`src/rtl/wbs_colorbar_pkg.sv`:
```
// rtl/wbs_colorbar_pkg.sv - shared types and constants for the colorbar slave arbiter
//
// Purpose: FSM state encoding and Wishbone cycle-type constants used by the
// arbiter top and its testbench.
// Ports: none (package).

package wbs_colorbar_pkg;

  typedef enum logic [1:0] {
    IDLE  = 2'd0,
    GRANT = 2'd1,
    DRAIN = 2'd2
  } arb_state_t;

  localparam logic [2:0] CTI_EOB  = 3'b111;
  localparam logic [2:0] CTI_INCR = 3'b010;

endpackage

```
`src/rtl/wbs_arb_rr2.sv`:
```
// rtl/wbs_arb_rr2.sv - two-way round-robin pick, purely combinational
//
// Purpose: choose one of two requesters; on a tie the one not granted last wins.
// Ports:
//   req  in  2  request vector {m1, m0}
//   last in  1  index of the master granted last (0 = m0, 1 = m1)
//   gnt  out 2  one-hot pick, 2'b00 when nobody requests

module wbs_arb_rr2 (
  input  logic [1:0] req,
  input  logic       last,
  output logic [1:0] gnt
);

  always_comb begin
    gnt = 2'b00;
    case (req)
      2'b01:   gnt = 2'b01;
      2'b10:   gnt = 2'b10;
      2'b11:   gnt = last ? 2'b01 : 2'b10;
      default: gnt = 2'b00;
    endcase
  end

endmodule

```
`src/rtl/wbs_colorbar_arb.sv`:
```
// rtl/wbs_colorbar_arb.sv - two-master Wishbone arbiter for the colorbar pattern slave
//
// Purpose: share the read-only 64-bit colorbar slave between two SGDMA read
// channels with round-robin grant, burst hold, fairness pre-emption and a
// stall watchdog.
// Ports:
//   wb_clk_i, wb_rst_i                 clock, async active-high reset
//   mN_cyc_i/stb_i/we_i/sel_i/cti_i    master N request (N = 0, 1)
//   mN_dat_o/ack_o/err_o/rty_o         master N response
//   s_cyc_o/stb_o/we_o/sel_o/cti_o     to slave
//   s_dat_i/ack_i/err_i/rty_i          from slave
//   gnt_o                              one-hot current owner

module wbs_colorbar_arb
  import wbs_colorbar_pkg::*;
#(
  parameter int MAX_BEATS = 256,
  parameter int TIMEOUT   = 64
) (
  input  logic        wb_clk_i,
  input  logic        wb_rst_i,
  input  logic        m0_cyc_i,
  input  logic        m0_stb_i,
  input  logic        m0_we_i,
  input  logic [7:0]  m0_sel_i,
  input  logic [2:0]  m0_cti_i,
  output logic [63:0] m0_dat_o,
  output logic        m0_ack_o,
  output logic        m0_err_o,
  output logic        m0_rty_o,
  input  logic        m1_cyc_i,
  input  logic        m1_stb_i,
  input  logic        m1_we_i,
  input  logic [7:0]  m1_sel_i,
  input  logic [2:0]  m1_cti_i,
  output logic [63:0] m1_dat_o,
  output logic        m1_ack_o,
  output logic        m1_err_o,
  output logic        m1_rty_o,
  output logic        s_cyc_o,
  output logic        s_stb_o,
  output logic        s_we_o,
  output logic [7:0]  s_sel_o,
  output logic [2:0]  s_cti_o,
  input  logic [63:0] s_dat_i,
  input  logic        s_ack_i,
  input  logic        s_err_i,
  input  logic        s_rty_i,
  output logic [1:0]  gnt_o
);

  localparam logic [9:0] BEAT_LAST = 10'(MAX_BEATS - 1);
  localparam logic [9:0] WDOG_LAST = 10'(TIMEOUT - 1);

  arb_state_t state_q, state_d;
  logic [1:0] gnt_q, gnt_d;
  logic       last_q, last_d;
  logic [9:0] beat_q, beat_d;
  logic [9:0] wdog_q, wdog_d;
  logic       rty_q, rty_d;
  logic       err_q, err_d;

  logic [1:0] req, pick;
  logic       in_grant, in_drain;
  logic       own1, own_cyc, own_stb, own_we, oth_cyc;
  logic [7:0] own_sel;
  logic [2:0] own_cti;
  logic       end_c, preempt, timeout;

  assign req = {m1_cyc_i, m0_cyc_i};

  wbs_arb_rr2 u_rr (
    .req  (req),
    .last (last_q),
    .gnt  (pick)
  );

  assign in_grant = (state_q == GRANT);
  assign in_drain = (state_q == DRAIN);

  assign own1    = gnt_q[1];
  assign own_cyc = own1 ? m1_cyc_i : m0_cyc_i;
  assign own_stb = own1 ? m1_stb_i : m0_stb_i;
  assign own_we  = own1 ? m1_we_i  : m0_we_i;
  assign own_sel = own1 ? m1_sel_i : m0_sel_i;
  assign own_cti = own1 ? m1_cti_i : m0_cti_i;
  assign oth_cyc = own1 ? m0_cyc_i : m1_cyc_i;

  // Slave side only sees the owner while in GRANT; IDLE and DRAIN are quiet.
  assign s_cyc_o = in_grant & own_cyc;
  assign s_stb_o = in_grant & own_cyc & own_stb;
  assign s_we_o  = in_grant & own_we;
  assign s_sel_o = in_grant ? own_sel : 8'h00;
  assign s_cti_o = in_grant ? own_cti : 3'b000;

  assign m0_dat_o = s_dat_i;
  assign m1_dat_o = s_dat_i;

  // Acks only pass in GRANT, so the trailing registered ack in DRAIN is dropped.
  // The pre-emption rty and watchdog err are replayed from flags in DRAIN.
  assign m0_ack_o = in_grant & gnt_q[0] & s_ack_i;
  assign m1_ack_o = in_grant & gnt_q[1] & s_ack_i;
  assign m0_err_o = gnt_q[0] & ((in_grant & s_err_i) | (in_drain & err_q));
  assign m1_err_o = gnt_q[1] & ((in_grant & s_err_i) | (in_drain & err_q));
  assign m0_rty_o = gnt_q[0] & ((in_grant & s_rty_i) | (in_drain & rty_q));
  assign m1_rty_o = gnt_q[1] & ((in_grant & s_rty_i) | (in_drain & rty_q));

  assign gnt_o = gnt_q;

  // A normal end (cyc drop, end of burst, slave err/rty) takes precedence, so
  // pre-emption and watchdog never add an rty/err on top of a clean release.
  assign end_c   = ~own_cyc | (s_ack_i & (own_cti == CTI_EOB)) | s_err_i | s_rty_i;
  assign preempt = ~end_c & s_ack_i & (beat_q == BEAT_LAST) & oth_cyc;
  assign timeout = ~end_c & s_stb_o & ~s_ack_i & (wdog_q == WDOG_LAST);

  always_comb begin
    state_d = state_q;
    gnt_d   = gnt_q;
    last_d  = last_q;
    beat_d  = beat_q;
    rty_d   = 1'b0;
    err_d   = 1'b0;
    wdog_d  = (in_grant & s_stb_o & ~s_ack_i) ? wdog_q + 10'd1 : 10'd0;
    case (state_q)
      IDLE: begin
        if (|pick) begin
          state_d = GRANT;
          gnt_d   = pick;
          beat_d  = 10'd0;
        end
      end
      GRANT: begin
        if (s_ack_i) beat_d = beat_q + 10'd1;
        if (end_c | preempt | timeout) begin
          state_d = DRAIN;
          rty_d   = preempt;
          err_d   = timeout;
        end
      end
      DRAIN: begin
        state_d = IDLE;
        last_d  = gnt_q[1];
        gnt_d   = 2'b00;
      end
      default: begin
        state_d = IDLE;
        gnt_d   = 2'b00;
      end
    endcase
  end

  always_ff @(posedge wb_clk_i or posedge wb_rst_i) begin
    if (wb_rst_i) begin
      state_q <= IDLE;
      gnt_q   <= 2'b00;
      last_q  <= 1'b1;
      beat_q  <= 10'd0;
      wdog_q  <= 10'd0;
      rty_q   <= 1'b0;
      err_q   <= 1'b0;
    end else begin
      state_q <= state_d;
      gnt_q   <= gnt_d;
      last_q  <= last_d;
      beat_q  <= beat_d;
      wdog_q  <= wdog_d;
      rty_q   <= rty_d;
      err_q   <= err_d;
    end
  end

endmodule

```
`config.mk`:
```
export PLATFORM = sky130hd
export DESIGN_NAME = wbs_colorbar_arb
export DESIGN_NICKNAME = d
export VERILOG_FILES = /design/src/rtl/wbs_colorbar_pkg.sv /design/src/rtl/wbs_arb_rr2.sv /design/src/rtl/wbs_colorbar_arb.sv
export SDC_FILE = /design/constraint.sdc
export NUM_CORES = 1
export LEC_CHECK = 0
export CORE_MARGIN = 4
export CORE_UTILIZATION = 25
export CTS_BUF_LIST = sky130_fd_sc_hd__clkbuf_16
export DETAILED_ROUTE_END_ITERATION = 16
export PLACE_DENSITY = 0.81
export SLEW_MARGIN = 20
export SYNTH_ARGS = -nofsm -noshare
export SYNTH_HDL_FRONTEND = slang
export SYNTH_SLANG_ARGS = --single-unit
export TNS_END_PERCENT = 1
```
`constraint.sdc`:
```
create_clock -name wb_clk_i -period 1.5 [get_ports wb_clk_i]
set_input_delay 0.225 -clock wb_clk_i [delete_from_list [all_inputs] [get_ports wb_clk_i]]
set_output_delay 0.225 -clock wb_clk_i [all_outputs]
set_load 0.005 [all_outputs]
```
==> results of run 1 <==
==> cells in the mapped netlist <==
master | number | area (sq um)
sky130_fd_sc_hd__nor3_1 | 4 | 20.0
sky130_fd_sc_hd__and2b_1 | 1 | 7.51
sky130_fd_sc_hd__nand4b_1 | 1 | 8.76
sky130_fd_sc_hd__dfstp_2 | 1 | 26.3
sky130_fd_sc_hd__nor2b_2 | 1 | 8.76
sky130_fd_sc_hd__a22o_1 | 2 | 17.5
sky130_fd_sc_hd__nor3b_1 | 1 | 7.51
sky130_fd_sc_hd__mux2_2 | 1 | 11.3
sky130_fd_sc_hd__o21a_1 | 1 | 7.51
sky130_fd_sc_hd__or3_4 | 1 | 11.3
sky130_fd_sc_hd__nor3_2 | 1 | 10.0
sky130_fd_sc_hd__nor2_1 | 29 | 109
sky130_fd_sc_hd__buf_2 | 2 | 10.0
sky130_fd_sc_hd__or2b_1 | 1 | 7.51
sky130_fd_sc_hd__and4_1 | 3 | 26.3
sky130_fd_sc_hd__ha_1 | 2 | 25.0
sky130_fd_sc_hd__buf_4 | 128 | 961
sky130_fd_sc_hd__nor4_1 | 3 | 18.8
sky130_fd_sc_hd__nand4_1 | 1 | 6.26
sky130_fd_sc_hd__or4_1 | 2 | 15.0
sky130_fd_sc_hd__nor4b_1 | 1 | 8.76
sky130_fd_sc_hd__mux2i_1 | 15 | 150
sky130_fd_sc_hd__and2_1 | 6 | 37.5
sky130_fd_sc_hd__o21ai_0 | 6 | 30.0
sky130_fd_sc_hd__a31o_2 | 1 | 8.76
sky130_fd_sc_hd__clkbuf_1 | 5 | 18.8
sky130_fd_sc_hd__a21oi_1 | 10 | 50.1
sky130_fd_sc_hd__dfrtp_1 | 26 | 651
sky130_fd_sc_hd__nand2b_1 | 4 | 25.0
sky130_fd_sc_hd__xnor2_1 | 7 | 61.3
sky130_fd_sc_hd__o31ai_1 | 2 | 15.0
sky130_fd_sc_hd__a2111oi_2 | 1 | 15.0
sky130_fd_sc_hd__buf_6 | 1 | 11.3
sky130_fd_sc_hd__inv_1 | 2 | 7.51
sky130_fd_sc_hd__or3_1 | 3 | 18.8
sky130_fd_sc_hd__xor2_1 | 3 | 26.3
sky130_fd_sc_hd__nand3_1 | 8 | 40.0
sky130_fd_sc_hd__nor2b_1 | 1 | 6.26
sky130_fd_sc_hd__a31oi_1 | 1 | 6.26
sky130_fd_sc_hd__nand2_1 | 15 | 56.3
sky130_fd_sc_hd__and3_1 | 6 | 37.5
==> layer usage <==
metal,routed length [um],track usage [%],vias up
li1,-,-,843
met1,2270,10.1,869
met2,4570,24.5,122
met3,871,3.88,13
met4,116,2.40,0
met5,0,0,-
==> state kept, by name (all words and copies together), names as in the netlist <==
register  flops
err_q         1
wdog_q       10
beat_q       10
rty_q         1
state_q       2
gnt_o         2
last_q        1
==> cell type report <==
| cell class | instances | area, sq um |
|---|---|---|
| fillers | 1008 | 6930 |
| multi-input cells | 145 | 1120 |
| repair buffers | 106 | 966 |
| flip-flops and latches | 27 | 681 |
| well taps | 133 | 166 |
| clock buffers | 3 | 75.1 |
| inverters | 2 | 7.51 |
| clock inverters | 1 | 5.00 |
| diodes | 1 | 2.50 |
==> how the worst max path moves through the flow <==
stage / from / to / slack (ns) / cells after the start
detailed placement: m1_cyc_i / s_stb_o / -0.55 / 4
CTS: state_q[0] / beat_q[8] / -0.25 / 6
global placement: m1_cyc_i / s_stb_o / -0.54 / 4
floorplan: state_q[0] / beat_q[9] / -0.07 / 4
finish: m0_cyc_i / beat_q[8] / -0.25 / 6
global route: gnt_o[1] / state_q[1] / -0.30 / 7
==> what timing repair did <==
action	CTS	global route
hold endpoints to repair	0	0
cloned	0	0
gates resized for setup	101	28
pin swaps	24	10
setup buffers	17	2
endpoints found under the setup margin	42	46
==> cells by family (layout without fill, tap and decap cells) <==
family | after synthesis | count (layout) | share of synthesized area, %
and+or+nand+nor | 93 | 93 | 18.7
adders and majority gates | 2 | 2 | 0.964
xor gates and xnor gates | 10 | 10 | 3.37
AOI/OAI and AO/OA | 24 | 24 | 5.78
DFF | 27 | 27 | 26.1
buffers and inverters | 138 | 112 | 38.8
other | 0 | 1 | 0
muxes | 16 | 16 | 6.22
==> where the power goes <==
| group | switching [mW] | internal [mW] |
|---|---|---|
| registers | 0.105 | 0.840 |
| logic | 1.06 | 1.44 |
| clock network | 0.255 | 0.360 |
==> through the flow <==
stage	cell area (sq um)	std cells
floorplan	2610	310
global placement	2570	395
detailed placement	2570	395
CTS	2930	415
global route	3020	417
finish	3030	418
==> worst reg2reg max path: stages, from the launching register on <==
cell,delay [ns]
sky130_fd_sc_hd__dfrtp_1,0.40
sky130_fd_sc_hd__buf_6,0.13
sky130_fd_sc_hd__buf_6,0.12
sky130_fd_sc_hd__or3_4,0.42
sky130_fd_sc_hd__buf_6,0.15
sky130_fd_sc_hd__or3_4,0.32
sky130_fd_sc_hd__a21oi_2,0.13
==> run metrics, run 1 <==
clock transition time at the flip-flop clock pins of the worst setup and hold paths=0.07 ns; sink count of the clock tree=27; number of cells on the worst reg-to-reg path=6; power after layout=4.05 mW; fin worst setup slack=-0.253 ns; dpl hpwl=6.15 mm; type of the worst setup path=input pin to flip-flop; vias per std cell=4.42; VDD IR-drop max=0.595 mV; combined area of all synthesized cells=2600 sq um; worst-case setup slack after placement=-0.555 ns; leading cell type in the layout, fill and taps excluded=sky130_fd_sc_hd__buf_4; number of top-level design ports=247; Static Leakage=1.31 nW; number of synthesized register bits=27; Die Area=12,100 sq um; part of the Yosys area used for sequential elements=26.1%; Post-Syn Instances=310; result of the run=complete, but fails checks; global-route congestion overflow total=0; first-pass iteration count of the detailed router=4; antenna violations before repair=0; Worst-Skew Late Latency=0.26 ns; type of the worst min-delay path=input pin to asynchronous set/reset pin; DRC violation total after the first TritonRoute iteration=46; critical path peak fanout=6; yosys synthesis warning count=0; Longest Clk Path Bufs=2; post-route DRC violation count=0; mean cell area of the mapped netlist=8.37 sq um; startpoint of the worst register-to-register path=state_q[1]; Fin Setup TNS=-4.45 ns; fraction of layout instances using a drive strength above 1=40.1%; post-layout minimum cycle time=1.75 ns; post-layout util=30.4%; final estimated routing congestion in global placement=0.806; vertical extent of the die=110 um; Arrival @ worst endpoint=1.95 ns; register-to-register setup slack=-0.24 ns; Final Hold Vio Count=0; routed vias=1,847; number of nets in the synthesized netlist=409; initial core utilization=26.1%; Synth cell types=41; commonest cells after routing, fill and taps aside=sky130_fd_sc_hd__buf_4 (38), sky130_fd_sc_hd__clkdlybuf4s50_1 (31), sky130_fd_sc_hd__nor2_1 (28); clock buffer count from CTS=3; crit end category=flip-flop; total global routing track utilization=11.5%; area of the core=9950 sq um; row cnt=36; number of H-tree levels=1; most prevalent standard cell on the critical path=sky130_fd_sc_hd__or3_4; WHS=0.322 ns; Relative slew margins=66.0%; setup violators final=33; pin count of the biggest net entering global routing=28; slew at the pin closest to its max-slew limit=0.505 ns; cell class contributing the biggest share of worst-path delay=simple AND/OR/NAND/NOR gates; crit path max-delay cell type=sky130_fd_sc_hd__clkdlybuf4s50_1; TritonCTS clock tree=yes; wire length after detailed routing=7.82 mm; Req. time, crit path=1.69 ns; count of maximum capacitance violations=0; number of buffers and inverters on the critical path=2; longest individual stage delay on the worst path=0.62 ns; average wire per standard cell=18.7 um; setup clock skew after layout=0.00285 ns; Startpoint Class=input pin; final slew viol count=0; vias in the first global route=1,898; ratio of final minimum period to clock period=117%; first-pass GRT wire length=10.4 mm; # hold bufs at CTS=0; Port Buffer Count=54; violations in the final reports=setup timing; ordered list of cells on the worst path=clkdlybuf4s50_1 -> nor3_4 -> or3_4 -> buf_6 -> or3_4 -> a21oi_2; Horiz. Die Dim=110 um; antenna violation net count after detailed routing=0; root buffer cell=sky130_fd_sc_hd__clkbuf_16; cell area power density=1340 nW/um^2; achievable clock frequency=570 MHz; unrepaired setup endpoints after global routing=yes; Net count, final=384; Area Growth Syn to Fin=16.5%; reg2reg end=beat_q[8]
No activity file was read; power rests on OpenSTA's default activity.
==> run 2, diff against run 1 <==
Settings changed: CORE_MARGIN 4 to default, RECOVER_POWER from default to 100.
==> run 2 against run 1 <==
The flow still finishes with violations (setup timing). Critical path depth decreased by 1. Sequential power increased by 0.5%. Register-to-register slack about the same. Flip-flop and latch count unchanged. Combinational power decreased by 12%. Non-clock buffer count decreased by 10. Die area decreased by 11%. Worst setup slack improved by 0.0049 ns. Design area decreased by 6.4%. Worst hold slack improved by 0.13 ns.
==> run metrics, run 2 (same netlist as run 1, synthesis figures left out) <==
switching share of power=36.2% (was 35.0%); dpl hpwl=5.64 mm (was 6.15 mm); number of placed instances with taps included=394 (was 395); setup violators final=30 (was 33); fraction of layout instances using a drive strength above 1=34.3% (was 40.1%); global-route congestion overflow total=0 (unchanged); ratio of final minimum period to clock period=117% (about the same); final estimated routing congestion in global placement=0.815 (was 0.806); vertical extent of the die=104 um (was 110 um); power after layout=3.75 mW (was 4.05 mW); Worst-Skew Late Latency=0.26 ns (about the same); Port Buffer Count=54 (unchanged); reg2reg end=beat_q[7] (was beat_q[8]); root buffer cell=sky130_fd_sc_hd__clkbuf_16 (unchanged); post-layout minimum cycle time=1.75 ns (about the same); internal power of the cells=2.39 mW (was 2.64 mW); startpoint of the worst register-to-register path=state_q[0] (was state_q[1]); type of the worst min-delay path=input pin to output port (was input pin to asynchronous set/reset pin); row cnt=36 (unchanged); Longest Clk Path Bufs=2 (unchanged); number of instances on the worst hold path=0; clock transition time at the flip-flop clock pins of the worst setup and hold paths=0.07 ns (about the same); Arrival @ worst endpoint=1.94 ns (was 1.95 ns); achievable clock frequency=572 MHz (was 570 MHz); Req. time, crit path=1.69 ns (about the same); pin count of the biggest net entering global routing=28 (unchanged); critical path peak fanout=8 (was 6); Relative slew margins=53.7% (was 66.0%); type of the worst setup path=flip-flop to flip-flop (was input pin to flip-flop); startpoint of the tightest hold check path=s_dat_i[13]; VDD IR-drop max=0.695 mV (was 0.595 mV); fin worst setup slack=-0.248 ns (was -0.253 ns); Net count, final=374 (was 384); clock share of power=16.3% (was 15.2%); post-layout util=28.6% (was 30.4%); Area Growth Syn to Fin=9.11% (was 16.5%); worst-case setup slack after placement=-0.487 ns (was -0.555 ns); antenna violation net count after detailed routing=0 (unchanged); count of maximum capacitance violations=0 (unchanged); antenna violations before repair=0 (unchanged); commonest cells after routing, fill and taps aside=sky130_fd_sc_hd__clkdlybuf4s50_1 (31), sky130_fd_sc_hd__nor2_1 (26), sky130_fd_sc_hd__buf_4 (25) (was sky130_fd_sc_hd__buf_4 (38), sky130_fd_sc_hd__clkdlybuf4s50_1 (31), sky130_fd_sc_hd__nor2_1 (28)); wire length after detailed routing=7.08 mm (was 7.82 mm); vias in the first global route=1,899 (was 1,898); number of cells on the worst reg-to-reg path=5 (was 6); initial core utilization=26.2% (was 26.1%); TritonCTS clock tree=yes (unchanged); average wire per standard cell=17.4 um (was 18.7 um); crit end category=flip-flop (unchanged); area of the core=9910 sq um (was 9950 sq um); leading cell type in the layout, fill and taps excluded=sky130_fd_sc_hd__clkdlybuf4s50_1 (was sky130_fd_sc_hd__buf_4); final slew viol count=0 (unchanged); total global routing track utilization=12.6% (was 11.5%); violations in the final reports=setup timing (unchanged); Layout fillers=1,022 (was 1,008); post-route DRC violation count=0 (unchanged); routed vias=1,795 (was 1,847); instance area after placement=2570 sq um (about the same); Static Leakage=1.21 nW (was 1.31 nW); slew at the pin closest to its max-slew limit=0.695 ns (was 0.505 ns); number of top-level design ports=247 (unchanged); Startpoint Class=flip-flop (was input pin); clock buffer count from CTS=3 (unchanged); DRC violation total after the first TritonRoute iteration=64 (was 46); Flop pwr share=25.3% (was 23.3%); destination of the worst hold path=m0_dat_o[13]; first-pass iteration count of the detailed router=4 (unchanged); sink count of the clock tree=27 (unchanged); registers with the most flip-flops=beat_q: 10 flops, wdog_q: 10 flops (unchanged); vias per std cell=4.41 (was 4.42); register-to-register setup slack=-0.25 ns (was -0.24 ns); Antenna Diode Count=0 (was 1); number of H-tree levels=1 (unchanged); Horiz. Die Dim=104 um (was 110 um); setup clock skew after layout=0.00591 ns (was 0.00285 ns); Final Hold Vio Count=0 (unchanged); logic gate share of total power=58.4% (was 61.5%); post-route cell area=2830 sq um (was 3030 sq um); switching power=1.36 mW (was 1.42 mW); unrepaired setup endpoints after global routing=yes (unchanged); first-pass GRT wire length=10.6 mm (was 10.4 mm); # hold bufs at CTS=0 (unchanged); cell area power density=1320 nW/um^2 (was 1340 nW/um^2); Die Area=10,800 sq um (was 12,100 sq um); number of non-filler instances in the completed layout=407 (was 418); result of the run=complete, but fails checks (unchanged)
==> run 2: metal layers <==
layer	GRT usage [%]	wire length [um]	vias up	part of all wire (%)
met5	0	0	-	0
met4	3.78	148	0	2.1
met3	4.89	702	14	9.9
met2	24.7	3910	132	55
met1	12.0	2320	827	33
li1	-	-	822	-
==> run 2: stage by stage <==
step	hold slack [ns]	TNS, ns
after floorplan	0.277	-0.806
after detailed placement	0.450	-13.20
after CTS	0.349	-4.28
after global placement	0.450	-12.07
after global routing	0.450	-6.16
final	0.450	-4.04
==> run 2: what timing repair did <==
action,in CTS,in global routing
resized for setup,100,21
setup buffers,9,0
setup endpoints to repair,42,42
hold endpoints to repair,0,0
pin swaps,14,11
==> run 2: power by group through the flow <==
stage          sequential [mW]  clock, mW  combinational, mW
2_1_floorplan            0.924          0               1.12
3_3_place_gp             0.952          0               1.81
3_5_place_dp             0.957          0               1.85
4_1_cts                  0.944      0.616               2.18
5_1_grt                  0.964      0.645               2.36
6_report                 0.950      0.612               2.19
==> run 2: final cells by class <==
type | instances | area, sq um | area share (%)
clock buffers | 3 | 75.1 | 2.65
clock inverters | 1 | 3.75 | 0.133
inverters | 2 | 7.51 | 0.265
well taps | 133 | 166 | 5.87
repair buffers | 96 | 825 | 29.1
flip-flops and latches | 27 | 679 | 24.0
multi-input cells | 145 | 1080 | 38.0
==> run 2: critical path, cell delays in order, from the launching register on <==
cell and delay, ns:
sky130_fd_sc_hd__dfrtp_1 0.43, sky130_fd_sc_hd__buf_6 0.14, sky130_fd_sc_hd__nor2b_4 0.12, sky130_fd_sc_hd__or3_4 0.43
sky130_fd_sc_hd__or4_4 0.43, sky130_fd_sc_hd__a21oi_2 0.13
==> run 2: how the worst max path moves through the flow <==
stage | cells past startpoint | slack, ns | startpoint | endpoint
global placement | 4 | -0.48 | m1_cyc_i | s_stb_o
floorplan | 4 | -0.07 | state_q[0] | beat_q[9]
global route | 5 | -0.30 | state_q[0] | m1_rty_o
detailed placement | 4 | -0.49 | m1_cyc_i | s_stb_o
CTS | 5 | -0.24 | state_q[0] | m0_rty_o
finish | 5 | -0.25 | state_q[0] | beat_q[7]
==> run 3, diff against run 2 <==
Settings changed: DONT_BUFFER_PORTS from default to 1, PLACE_DENSITY 0.81 to 0.5.
Clock period 1.5 ns to 1.6 ns, I/O delays scaled along.
==> run 3 against run 2 <==
The run still ends with setup timing left. Clock skew about the same. Critical path depth unchanged. Flip-flop and latch count unchanged. Routed wire length down 0.61%. Largest cell class unchanged.
==> run metrics, run 3 (same netlist as run 1, synthesis figures left out) <==
result of the run=complete, but fails checks (unchanged); violations in the final reports=setup timing (unchanged); count of maximum capacitance violations=0 (unchanged); pin count of the biggest net entering global routing=28 (unchanged); Arrival @ worst endpoint=1.43 ns (was 1.94 ns); Startpoint Class=flip-flop (unchanged); most prevalent standard cell on the critical path=sky130_fd_sc_hd__buf_4; Relative slew margins=52.8% (was 53.7%); clock buffer count from CTS=3 (unchanged); startpoint of the worst register-to-register path=state_q[0] (unchanged); antenna violation net count after detailed routing=0 (unchanged); wire length after detailed routing=7.03 mm (was 7.08 mm); slew at the pin closest to its max-slew limit=0.708 ns (was 0.695 ns); Static Leakage=0.892 nW (was 1.21 nW); Net count, final=305 (was 374); Antenna Diode Count=0 (unchanged); setup clock skew after layout=0.00606 ns (was 0.00591 ns); Fin Setup TNS=-0.309 ns (was -4.04 ns); total global routing track utilization=12.6% (about the same); number of instances on the worst hold path=2 (was 0); average wire per standard cell=20.8 um (was 17.4 um); vertical extent of the die=104 um (unchanged); clock transition time at the flip-flop clock pins of the worst setup and hold paths=0.07 ns (about the same); row cnt=36 (unchanged); ratio of final minimum period to clock period=104%; post-route DRC violation count=0 (unchanged); commonest cells after routing, fill and taps aside=sky130_fd_sc_hd__nor2_1 (28), sky130_fd_sc_hd__dfrtp_1 (25), sky130_fd_sc_hd__buf_4 (18) (was sky130_fd_sc_hd__clkdlybuf4s50_1 (31), sky130_fd_sc_hd__nor2_1 (26), sky130_fd_sc_hd__buf_4 (25)); root buffer cell=sky130_fd_sc_hd__clkbuf_16 (unchanged); reg2reg end=beat_q[7] (unchanged); initial core utilization=26.2% (unchanged); type of the worst setup path=flip-flop to output port (was flip-flop to flip-flop); number of non-filler instances in the completed layout=338 (was 407); type of the worst min-delay path=input pin to flip-flop (was input pin to output port); Longest Clk Path Bufs=2 (unchanged); registers with the most flip-flops=beat_q: 10 flops, wdog_q: 10 flops (unchanged); vias per std cell=4.47 (was 4.41); startpoint of the tightest hold check path=s_ack_i (was s_dat_i[13]); Worst-Skew Late Latency=0.26 ns (about the same); number of top-level design ports=247 (unchanged); unrepaired setup endpoints after global routing=yes (unchanged); Max Used Layer=met4 (unchanged); TritonCTS clock tree=yes (unchanged); final estimated routing congestion in global placement=0.755 (was 0.815); register-to-register setup slack=-0.05 ns (was -0.25 ns); VDD IR-drop max=0.395 mV (was 0.695 mV); first-pass GRT wire length=10.2 mm (was 10.6 mm); post-route cell area=2150 sq um (was 2830 sq um); post-layout util=21.7% (was 28.6%); met1 wire length=2.35 mm (was 2.32 mm); number of H-tree levels=1 (unchanged); DRC violation total after the first TritonRoute iteration=56 (was 64); vias in the first global route=1,509 (was 1,899); post-layout minimum cycle time=1.67 ns; destination of the worst hold path=beat_q[0] (was m0_dat_o[13]); critical path peak fanout=5 (was 8); cell area power density=1340 nW/um^2 (was 1320 nW/um^2); sink count of the clock tree=27 (unchanged); WHS=0.111 ns (was 0.450 ns); met3 wirelength from detailed routing=1.13 mm (was 702 um); crit path max-delay cell type=sky130_fd_sc_hd__dfrtp_2 (was sky130_fd_sc_hd__dfrtp_1); area of the core=9910 sq um (unchanged); Port Buffer Count=0 (was 54); routed vias=1,511 (was 1,795); achievable clock frequency=600 MHz; Die Area=10,800 sq um (unchanged); number of placed instances with taps included=330 (was 394); longest individual stage delay on the worst path=0.44 ns (was 0.43 ns); global-route congestion overflow total=0 (unchanged); dpl hpwl=5.81 mm (was 5.64 mm); Req. time, crit path=1.36 ns (was 1.69 ns); ordered list of cells on the worst path=buf_6 -> mux2i_2 -> nor3_2 -> buf_4 -> buf_4 (was buf_6 -> nor2b_4 -> or3_4 -> or4_4 -> a21oi_2); final slew viol count=0 (unchanged); Final Hold Vio Count=0 (unchanged); fraction of layout instances using a drive strength above 1=24.9% (was 34.3%); Horiz. Die Dim=104 um (unchanged); number of cells on the worst reg-to-reg path=4 (was 5); setup violators final=7 (was 30); fin worst setup slack=-0.0663 ns (was -0.248 ns); instance area after placement=1940 sq um (was 2570 sq um); crit end category=output port (was flip-flop); total length of routed met2 wires=3.51 mm (was 3.91 mm); Area Growth Syn to Fin=-17.3% (was 9.11%); leading cell type in the layout, fill and taps excluded=sky130_fd_sc_hd__nor2_1 (was sky130_fd_sc_hd__clkdlybuf4s50_1); antenna violations before repair=0 (unchanged); first-pass iteration count of the detailed router=4 (unchanged)
-- run 3: how the worst max path moves through the flow --
stage	startpoint	to	slack, ns	cells after the start
after global routing	gnt_o[1]	s_stb_o	-0.11	5
after CTS	state_q[0]	m0_err_o	-0.09	4
after global placement	state_q[0]	beat_q[9]	-0.02	4
final	gnt_o[1]	s_stb_o	-0.07	5
after detailed placement	state_q[0]	beat_q[7]	-0.04	4
after floorplan	state_q[1]	state_q[0]	-0.02	6
-- run 3: repair_timing --
action / CTS / global route
pin swaps: 6 / 3
setup endpoints to repair: 9 / 17
resized for setup: 9 / 16
buffers inserted: 1 / 2
endpoints found under the hold margin: 26 / 0
hold buffers: 1 / 0
-- run 3: worst max-delay path, delay by kind of cell (launching register included) --
family | cells | cell delay (ns)
buf+inv | 3 | 0.42
flops | 1 | 0.44
mux | 1 | 0.23
simple gates | 1 | 0.07
-- run 3: power breakdown --
group | total (mW) | leakage (nW) | switching (mW) | internal, mW
combinational | 1.43 | 0.484 | 0.726 | 0.700
sequential | 0.875 | 0.366 | 0.0923 | 0.783
clock | 0.575 | 0.0423 | 0.240 | 0.335
total | 2.88 | 0.892 | 1.06 | 1.82
-- run 3: stage by stage --
step | setup WS, ns | total power, mW
2_1_floorplan | -0.0173 | 1.91
3_3_place_gp | -0.0177 | 2.09
3_5_place_dp | -0.0376 | 2.10
4_1_cts | -0.0907 | 2.75
5_1_grt | -0.112 | 3.08
6_report | -0.0663 | 2.88
-- run 3: layer usage --
layer | vias to the layer above | track usage (%)
met4 | 0 | 2.96
met5 | - | 0
met1 | 694 | 12.5
met3 | 5 | 9.02
li1 | 690 | -
met2 | 122 | 21.2
-- run 3: area by class of cell --
type	instances	area [sq um]
flip-flops and latches	27	678
fillers	1110	7760
multi-input cells	145	988
clock buffers	3	75.1
repair buffers	27	229
inverters	2	7.51
well taps	133	166
clock inverters	1	3.75
